$ cat config.mk
export PLATFORM = sky130hd
export DESIGN_NAME = lsu_split
export DESIGN_NICKNAME = d
export VERILOG_FILES = /design/src/rtl/lsu_split.sv
export SDC_FILE = /design/constraint.sdc
export NUM_CORES = 1
export LEC_CHECK = 0
export BUFFER_PORTS_ARGS = -buffer_cell sky130_fd_sc_hd__buf_2
export CAP_MARGIN = 10
export CORE_ASPECT_RATIO = 2
export CORE_MARGIN = 10
export CORE_UTILIZATION = 35
export DETAILED_ROUTE_END_ITERATION = 12
export HOLD_SLACK_MARGIN = 0.03
export SLEW_MARGIN = 20
export SYNTH_ARGS = -nofsm -noshare
export SYNTH_HDL_FRONTEND = slang
export SYNTH_SLANG_ARGS = --single-unit
$ cat constraint.sdc
create_clock -name clk -period 2.7 [get_ports clk]
set_clock_uncertainty 0.05 [all_clocks]
set_input_delay 0.54 -clock clk [delete_from_list [all_inputs] [get_ports clk]]
set_output_delay 0.54 -clock clk [all_outputs]
set_load 0.02 [all_outputs]
$ cat src/rtl/lsu_split.sv
// Multicycle load/store engine between execute and a req/ack data RAM port.
// Word-straddling accesses are issued as two word accesses and merged, or rejected.
module lsu_split #(
    parameter int ADDR_WIDTH       = 31,
    parameter int DATA_WIDTH       = 31,
    parameter bit ALLOW_MISALIGNED = 1'b1
) (
    input  logic                            clk,
    input  logic                            rst_n,
    input  logic                            clk_en,
    input  logic                            i_valid,
    output logic                            o_ready,
    input  logic                            i_we,
    input  logic [2:0]                      i_funct3,
    input  logic [ADDR_WIDTH:0]             i_addr,
    input  logic [DATA_WIDTH:0]             i_wdata,
    output logic                            o_done,
    output logic                            o_err,
    output logic [DATA_WIDTH:0]             o_rdata,
    output logic                            o_mem_req,
    output logic                            o_mem_we,
    output logic [(DATA_WIDTH+1)/8-1:0]     o_mem_be,
    output logic [ADDR_WIDTH:0]             o_mem_addr,
    output logic [DATA_WIDTH:0]             o_mem_wdata,
    input  logic                            i_mem_ack,
    input  logic [DATA_WIDTH:0]             i_mem_rdata,
    output logic [1:0]                      dbg_state
);

    localparam int DW  = DATA_WIDTH + 1;
    localparam int AW  = ADDR_WIDTH + 1;
    localparam int NB  = DW / 8;
    localparam int OFS = $clog2(NB);
    localparam int WAW = AW - OFS;
    localparam logic [2*NB-1:0] ONE_L = 1;
    localparam logic [WAW-1:0]  ONE_W = 1;

    // Handshakes: a request is taken on a clk_en edge where i_valid & o_ready;
    // o_mem_req holds addr/be/we/wdata stable until i_mem_ack is sampled on a clk_en edge.
    typedef enum logic [1:0] {
        S_IDLE = 2'd0,
        S_ACC0 = 2'd1,
        S_ACC1 = 2'd2,
        S_RESP = 2'd3
    } state_t;

    state_t state;
    state_t state_next;

    logic [3:0]        req_size;
    logic              req_sext;
    logic              req_legal;
    logic [OFS-1:0]    req_off;
    logic              req_split;
    logic              req_fail;
    logic [2*NB-1:0]   lane_mask;
    logic [2*DW-1:0]   lane_wdata;
    logic [WAW-1:0]    word_lo;
    logic [WAW-1:0]    word_hi;

    logic [OFS-1:0]    off_q;
    logic [3:0]        size_q;
    logic              sext_q;
    logic              split_q;
    logic [NB-1:0]     be_hi_q;
    logic [DW-1:0]     wdata_hi_q;
    logic [AW-1:0]     addr_hi_q;
    logic [DW-1:0]     rdata_lo_q;

    always_comb begin
        req_size  = 4'd0;
        req_sext  = 1'b0;
        req_legal = 1'b0;
        if (i_we) begin
            case (i_funct3)
                3'b000:  begin req_size = 4'd1; req_legal = 1'b1; end
                3'b001:  begin req_size = 4'd2; req_legal = 1'b1; end
                3'b010:  begin req_size = 4'd4; req_legal = 1'b1; end
                3'b011:  begin req_size = 4'd8; req_legal = (NB == 8); end
                default: ;
            endcase
        end else begin
            case (i_funct3)
                3'b000:  begin req_size = 4'd1; req_legal = 1'b1; req_sext = 1'b1; end
                3'b001:  begin req_size = 4'd2; req_legal = 1'b1; req_sext = 1'b1; end
                3'b010:  begin req_size = 4'd4; req_legal = 1'b1; req_sext = (NB == 8); end
                3'b011:  begin req_size = 4'd8; req_legal = (NB == 8); end
                3'b100:  begin req_size = 4'd1; req_legal = 1'b1; end
                3'b101:  begin req_size = 4'd2; req_legal = 1'b1; end
                3'b110:  begin req_size = 4'd4; req_legal = (NB == 8); end
                default: ;
            endcase
        end
    end

    // Everything is positioned in a two-word lane; the low half feeds ACC0, the high half ACC1.
    assign req_off    = i_addr[OFS-1:0];
    assign req_split  = (int'(req_off) + int'(req_size)) > NB;
    assign req_fail   = !req_legal || (req_split && !ALLOW_MISALIGNED);
    assign lane_mask  = ((ONE_L << req_size) - ONE_L) << req_off;
    assign lane_wdata = {{DW{1'b0}}, i_wdata} << {req_off, 3'b000};
    assign word_lo    = i_addr[AW-1:OFS];
    assign word_hi    = word_lo + ONE_W;

    function automatic logic [DW-1:0] extend_load(input logic [2*DW-1:0] lane);
        logic [DW-1:0] base;
        logic [DW-1:0] res;
        logic          fill;
        int            nbits;
        base  = DW'(lane >> {off_q, 3'b000});
        nbits = 8 * int'(size_q);
        fill  = 1'b0;
        res   = '0;
        for (int i = 0; i < DW; i++) begin
            if (i == nbits - 1) fill = base[i] & sext_q;
        end
        for (int i = 0; i < DW; i++) res[i] = (i < nbits) ? base[i] : fill;
        return res;
    endfunction

    always_ff @(posedge clk or negedge rst_n) begin
        if (!rst_n) state <= S_IDLE;
        else if (clk_en) state <= state_next;
    end

    always_comb begin
        state_next = state;
        case (state)
            S_IDLE: if (i_valid) state_next = req_fail ? S_RESP : S_ACC0;
            S_ACC0: if (i_mem_ack) state_next = split_q ? S_ACC1 : S_RESP;
            S_ACC1: if (i_mem_ack) state_next = S_RESP;
            S_RESP: state_next = S_IDLE;
            default: state_next = S_IDLE;
        endcase
    end

    always_comb begin
        o_ready   = (state == S_IDLE);
        o_done    = (state == S_RESP);
        o_mem_req = (state == S_ACC0) || (state == S_ACC1);
        dbg_state = state;
    end

    always_ff @(posedge clk or negedge rst_n) begin
        if (!rst_n) begin
            o_err       <= 1'b0;
            o_rdata     <= '0;
            o_mem_we    <= 1'b0;
            o_mem_be    <= '0;
            o_mem_addr  <= '0;
            o_mem_wdata <= '0;
            off_q       <= '0;
            size_q      <= '0;
            sext_q      <= 1'b0;
            split_q     <= 1'b0;
            be_hi_q     <= '0;
            wdata_hi_q  <= '0;
            addr_hi_q   <= '0;
            rdata_lo_q  <= '0;
        end else if (clk_en) begin
            case (state)
                S_IDLE: if (i_valid) begin
                    off_q      <= req_off;
                    size_q     <= req_size;
                    sext_q     <= req_sext;
                    split_q    <= req_split;
                    be_hi_q    <= lane_mask[2*NB-1:NB];
                    wdata_hi_q <= lane_wdata[2*DW-1:DW];
                    addr_hi_q  <= {{OFS{1'b0}}, word_hi};
                    if (req_fail) begin
                        o_err   <= 1'b1;
                        o_rdata <= '0;
                    end else begin
                        o_mem_we    <= i_we;
                        o_mem_be    <= lane_mask[NB-1:0];
                        o_mem_addr  <= {{OFS{1'b0}}, word_lo};
                        o_mem_wdata <= lane_wdata[DW-1:0];
                    end
                end
                S_ACC0: if (i_mem_ack) begin
                    rdata_lo_q <= i_mem_rdata;
                    if (split_q) begin
                        o_mem_be    <= be_hi_q;
                        o_mem_addr  <= addr_hi_q;
                        o_mem_wdata <= wdata_hi_q;
                    end else begin
                        o_rdata     <= o_mem_we ? '0 : extend_load({{DW{1'b0}}, i_mem_rdata});
                        o_mem_we    <= 1'b0;
                        o_mem_be    <= '0;
                        o_mem_addr  <= '0;
                        o_mem_wdata <= '0;
                    end
                end
                S_ACC1: if (i_mem_ack) begin
                    o_rdata     <= o_mem_we ? '0 : extend_load({i_mem_rdata, rdata_lo_q});
                    o_mem_we    <= 1'b0;
                    o_mem_be    <= '0;
                    o_mem_addr  <= '0;
                    o_mem_wdata <= '0;
                end
                S_RESP: begin
                    o_err   <= 1'b0;
                    o_rdata <= '0;
                end
                default: ;
            endcase
        end
    end

endmodule

=== After elaboration in Yosys (flattened, before gate mapping) ===
Cells that the tools add are included.

* Bits in registers: 210
* Input port bits: 105
* Output and inout port bits: 107
* Word-level logic and storage cells: 362

* Add/subtract/negate cells: 4
* Magnitude comparators: 33
* Eq/ne operators: 46
* Shift operators: 5
* Mux-type cells: 176
* Bitwise gates (word level): 64
* Reduce and logical (&&, ||, !) cells: 19

{| class="wikitable"
|+ Operator list
! cell !! count
|-
| 2-to-1 mux 32 bit || 15
|-
| case mux 32 bit (3 select lines) || 2
|-
| 2-to-1 mux 1 bit || 141
|-
| equality test 6 x 8 -> 1 bit (first input constant) || 16
|-
| case mux 32 bit (4 select lines) || 1
|-
| less-than comparator 5 x 7 -> 1 bit (first input constant) || 16
|-
| bitwise AND 1 bit || 64
|-
| equality test 5 x 8 -> 1 bit (first input constant) || 8
|-
| << shifter 32 x 5 -> 64 bit || 1
|-
| right shift 64 x 5 -> 32 bit || 1
|-
| less-than comparator 4 x 7 -> 1 bit (first input constant) || 8
|-
| equality test 4 x 8 -> 1 bit (first input constant) || 4
|-
| zero test 32 bit || 1
|-
| case mux 4 bit (4 select lines) || 2
|-
| right shift 32 x 5 -> 32 bit || 1
|-
| adder 30 x 1 -> 30 bit (second input constant) || 1
|-
| 2-to-1 mux 30 bit || 1
|-
| less-than comparator 3 x 7 -> 1 bit (first input constant) || 4
|-
| 2-to-1 mux 4 bit || 6
|-
| equality test 3 x 8 -> 1 bit (first input constant) || 2
|-
| less-than comparator 1 x 7 -> 1 bit (first input constant) || 2
|-
| less-than comparator 2 x 7 -> 1 bit (first input constant) || 2
|-
| case mux 4 bit (3 select lines) || 1
|-
| AND reduction 6 bit || 2
|-
| other kinds (29) || 45
|}

=== Depth between registers and ports, before layout ===
* Depth after elaboration: 39
* Mapped depth: 10
* Gate-level depth less buffers: 8

=== Worst setup path after synthesis ===
No wires, ideal clock.

* Kind: reg-to-reg
* Start: reg state[0] (netlist: dbg_state[0])
* End: reg o_mem_be[1]
* Setup time: 0.136 ns
* Arrival: 2.397 ns
* Data required time: 2.514 ns
* Slack: 0.117 ns
* Stages on the path, launching flop included: 10
* Path buffers: 3
* Period minus slack after synthesis: 2.583 ns
* Cells stage by stage: dfrtp_1 inv_1 ha_1 inv_1 o221ai_1 or3_1 buf_2 clkbuf_1 clkbuf_1 o21ai_0

* Word-level cells in the longest chain between the ends: 3
* Elaborated cells between the ends (all ways): 10
* Those cells by class: eq/ne: 6; mux: 1; reduce/logical: 3

{| class="wikitable"
|+ Ends and longest elaborated chain
! item !! RTL line !! source
|-
| from (decl) || 47 || <nowiki>state_t state;</nowiki>
|-
| from (signal assigned) || 123 || <nowiki>else if (clk_en) state <= state_next;</nowiki>
|-
| zero test 2 bit (*) || - ||
|-
| named net o_ready || 12 || <nowiki>output logic o_ready,</nowiki>
|-
| != test 2 x 1 -> 1 bit (no source line) (tied with other cells) || - ||
|-
| AND reduction 6 bit (no source line) || - ||
|-
| to (signal assigned) || 175 || <nowiki>o_mem_be <= lane_mask[NB-1:0];</nowiki>
|-
| to (signal assigned) || 183 || <nowiki>o_mem_be <= be_hi_q;</nowiki>
|-
| to (decl) || 22 || <nowiki>output logic [(DATA_WIDTH+1)/8-1:0] o_mem_be,</nowiki>
|}

Mark *: on every way through the listed nets, which the timed path passes. The rest lies on a longest branch.
A chain may end at the register's enable or synchronous reset.

=== Final worst setup path ===
* Start: reg state[0] (netlist: dbg_state[0])
* End: reg o_mem_be[0]

* Word-level cells in the longest chain between the ends: 3
* Elaborated cells between the ends (all ways): 10
* Those cells by class: eq/ne: 6; mux: 1; reduce/logical: 3

{| class="wikitable"
|+ Ends and longest elaborated chain
! item !! RTL line !! source
|-
| equality test 2 bit (tied with other cells) || 161 || <nowiki>case (state)</nowiki>
|-
| != test 2 bit (no source line) (tied with other cells) || - ||
|-
| AND reduction 6 bit (no source line) || - ||
|}

Parallel ways exist; a longest one is shown, timed or not.

==> impl_metrics.tcl <==
set metrics [dict create \
    power_density_nw_per_um2 1140 \
    tightestPinTransition_ns 1.00 \
    die_w_um 145 \
    irDropWorstVdd_v 0.000561 \
    rsz0062_at_grt "no" \
    syn_to_final_growth_pct 22.8 \
    cts_tree "yes" \
    synth_fa_ha_area_share_pct 1.44 \
    cp_data_required_time_ns 3.03 \
    critical_path_class "reg2reg" \
    ant_nets 0 \
    path_cells "inv_1 > ha_1 > buf_4 > clkinv_1 > nand2_1 > nor2_1 > a221oi_1 > nor2_1" \
    cts_max_level 4 \
    status "finished clean" \
    synth_common_cells "200 x dfrtp_1, 148 x nand2_1, 138 x nor2_1, 111 x o21ai_0, 56 x clkbuf_1" \
    synth.largest_area_cell "dfrtp_1" \
    cts_buffers 17 \
    fillers 3100 \
    synth_top_family_by_area "compound AO/OA/AOI/OAI gates" \
    drt-initial-drc-count 571 \
    ys.flop_type "dfrtp_1" \
    synthSimpleGateAreaFrac_pct 15.4 \
    cp_common_cell "nor2_1" \
    num_io_pins 212 \
    async_flop_share_pct 100 \
    path_buf_inv 3 \
    setup_viol 0 \
    synth_area_um2 10900 \
    fin_crit_ns 2.58 \
    period_share_pct 95.6 \
    yosysUniqueCellTypes 63 \
    vias 9747 \
    dp_hpwl_mm 27.4 \
    synth_compound_area_share_pct 19.0 \
    hold_violations 0 \
    grt_pass1_vias 9938 \
    finalNonFillerCells 1789 \
    grt_pass1_wl_mm 57.6 \
    timing.hold.ws_ns 0.285 \
    portBuffers 209 \
    clk_transition_reported_paths_ns 0.08 \
    yosysTopAreaCellShare_pct 45.7 \
    syn-instance-count 1144 \
    via_per_inst 5.45 \
    slew_headroom_pct 32.9 \
    fp-row-count 91 \
    antenna_found_initial 5 \
    slew_viol_final 0 \
    muxShareOfSynthArea_pct 12.5 \
    yosysMostFrequentCell "dfrtp_1" \
    core_um2 30900 \
    cp_slowest_cell "nor2_1" \
    gp_congestion 0.923 \
    fmax_ghz 0.387 \
    floorplan.initialDensity_pct 35.5 \
    cp_top_family "simple AND/OR/NAND/NOR gates" \
    firstDrtPassIters 7 \
    synth_xor_area_share_pct 2.40 \
    synth_edf_count 0 \
    ys_warn_count 0 \
    clockBufferDepth 2 \
    grt_usage_pct 18.5 \
    die_y_um 270 \
    fin_nets 1471 \
    placed_cells 1752 \
    wl_mm 36.4 \
    seq_area_frac_synth_pct 45.7 \
    setup-tns-final_ns 0 \
    slowest_delay_ns 0.76 \
    die-area_um2 39200 \
    synth.avg_cell_area_um2 9.56 \
    synth_area_leaders "dfrtp_1 46%, o21ai_0 5.1%, nand2_1 5.1%" \
    min_path_type "in2reg" \
    clock-sinks 200 \
    wl_per_cell_um 20.3 \
    leakage_uw 0.00619 \
    clkLatencyLatePin_ns 0.46 \
    crit_path_max_fanout 12 \
    drc 0 \
    gr-total-overflow 0 \
    drive_gt1_share_pct 28.0 \
    drv_cap 0 \
    grt_max_degree 61 \
    start_kind "flip-flop" \
    cp-end-kind "flip-flop" \
    root_buffer "clkbuf_16" \
    cp.arrival_ns 2.91 \
    synth-seq-cells 200 \
]
layout make-up:
| cell class | count | area, um^2 | area share, % |
|---|---|---|---|
| clock inverters | 12 | 151 | 1.13 |
| inverters | 14 | 52.6 | 0.391 |
| multi-input cells | 852 | 5600 | 41.7 |
| flip-flops and latches | 200 | 5010 | 37.3 |
| diodes | 4 | 10.0 | 0.0745 |
| repair buffers | 269 | 1630 | 12.2 |
| clock buffers | 20 | 457 | 3.40 |
| well taps | 418 | 523 | 3.89 |
cell usage in the layout (no fill, tap or decap), types with 13 or more instances in the layout:
master | synthesis | routed
clkbuf_16 | 0 | 17
o21ai_0 | 111 | 111
buf_4 | 3 | 49
nor2b_1 | 17 | 17
mux2_2 | 48 | 48
xor2_1 | 22 | 22
a21oi_1 | 29 | 29
mux2i_1 | 53 | 53
a22oi_1 | 23 | 23
buf_2 | 13 | 208
mux4_2 | 13 | 13
nand3_1 | 32 | 31
dfrtp_1 | 200 | 198
nand2_1 | 148 | 148
a221oi_1 | 48 | 48
a211oi_1 | 23 | 23
nor2_1 | 138 | 136
path summary, 6_finish.rpt:
kind                              startpoint         endpoint  slack, ns  depth (start not counted)
max in group asynchronous              rst_n      o_rdata[26]       1.39                          3
worst min-delay path             i_funct3[1]           sext_q       0.28                          2
worst min register to register   o_mem_be[1]      o_mem_be[1]       0.43                          2
min in group asynchronous              rst_n  o_mem_wdata[14]       0.52                          2
worst max register to register  dbg_state[0]      o_mem_be[0]       0.12                          8
worst max-delay path            dbg_state[0]      o_mem_be[0]       0.12                          8
where the power goes:
group | internal [uW] | leakage (uW) | total, uW | switching [uW]
clock | 1450 | 0.000302 | 2700 | 1250
sequential | 4330 | 0.00253 | 5210 | 881
combinational | 2880 | 0.00336 | 7460 | 4580
cells by family (layout without fill, tap and decap cells):
| family | Yosys count | in the layout |
|---|---|---|
| multiplexers | 114 | 114 |
| AO/OA/AOI/OAI | 306 | 306 |
| XOR/XNOR | 30 | 30 |
| AND/OR/NAND/NOR | 388 | 388 |
| other | 1 | 6 |
| flip-flops | 200 | 200 |
| adder cells (fa/ha/maj) | 12 | 12 |
| buffers and inverters | 93 | 315 |
metrics by stage:
step / cell area [um^2] / util (%) / power (uW) / setup WS, ns
after floorplan: 10900 / - / 9980 / 0.117
after global placement: 12800 / 41.5 / 12700 / 0.105
after detailed placement: 12800 / 41.5 / 12800 / 0.0165
after CTS: 13400 / 43.5 / 15600 / 0.131
after global routing: 13400 / 43.6 / 16500 / 0.0159
final: 13400 / 43.6 / 15400 / 0.118
worst reg2reg max path: stages (launching register included):
cell      delay (ns)
dfrtp_1         0.40
inv_1           0.14
ha_1            0.27
buf_4           0.21
clkinv_1        0.15
nand2_1         0.09
nor2_1          0.76
a221oi_1        0.29
nor2_1          0.16
flip-flops by register name, summed over array words and instances (netlist names):
| name | cells |
|---|---|
| sext_q | 1 |
| o_err | 1 |
| rdata_lo_q | 32 |
| o_mem_wdata | 32 |
| split_q | 1 |
| o_mem_we | 1 |
| size_q | 4 |
| dbg_state | 2 |
| wdata_hi_q | 24 |
| off_q | 2 |
| o_mem_be | 4 |
| addr_hi_q | 30 |
| o_mem_addr | 30 |
| o_rdata | 32 |
| be_hi_q | 4 |
repair_timing:
item	CTS	global route
endpoints found under the setup margin	0	7
hold endpoints to repair	41	0
buffers inserted	0	0
gates resized for setup	0	3
hold buffers	1	0
metal layers:
metal | up-vias | global-route usage (%) | wire (um)
met5 | - | 0 | 7
met4 | 2 | 9.69 | 1450
met3 | 77 | 3.29 | 1680
met2 | 296 | 34.2 | 20000
met1 | 4791 | 19.4 | 13300
li1 | 4581 | - | -
Note: power is estimated with default switching activity, not from simulation.
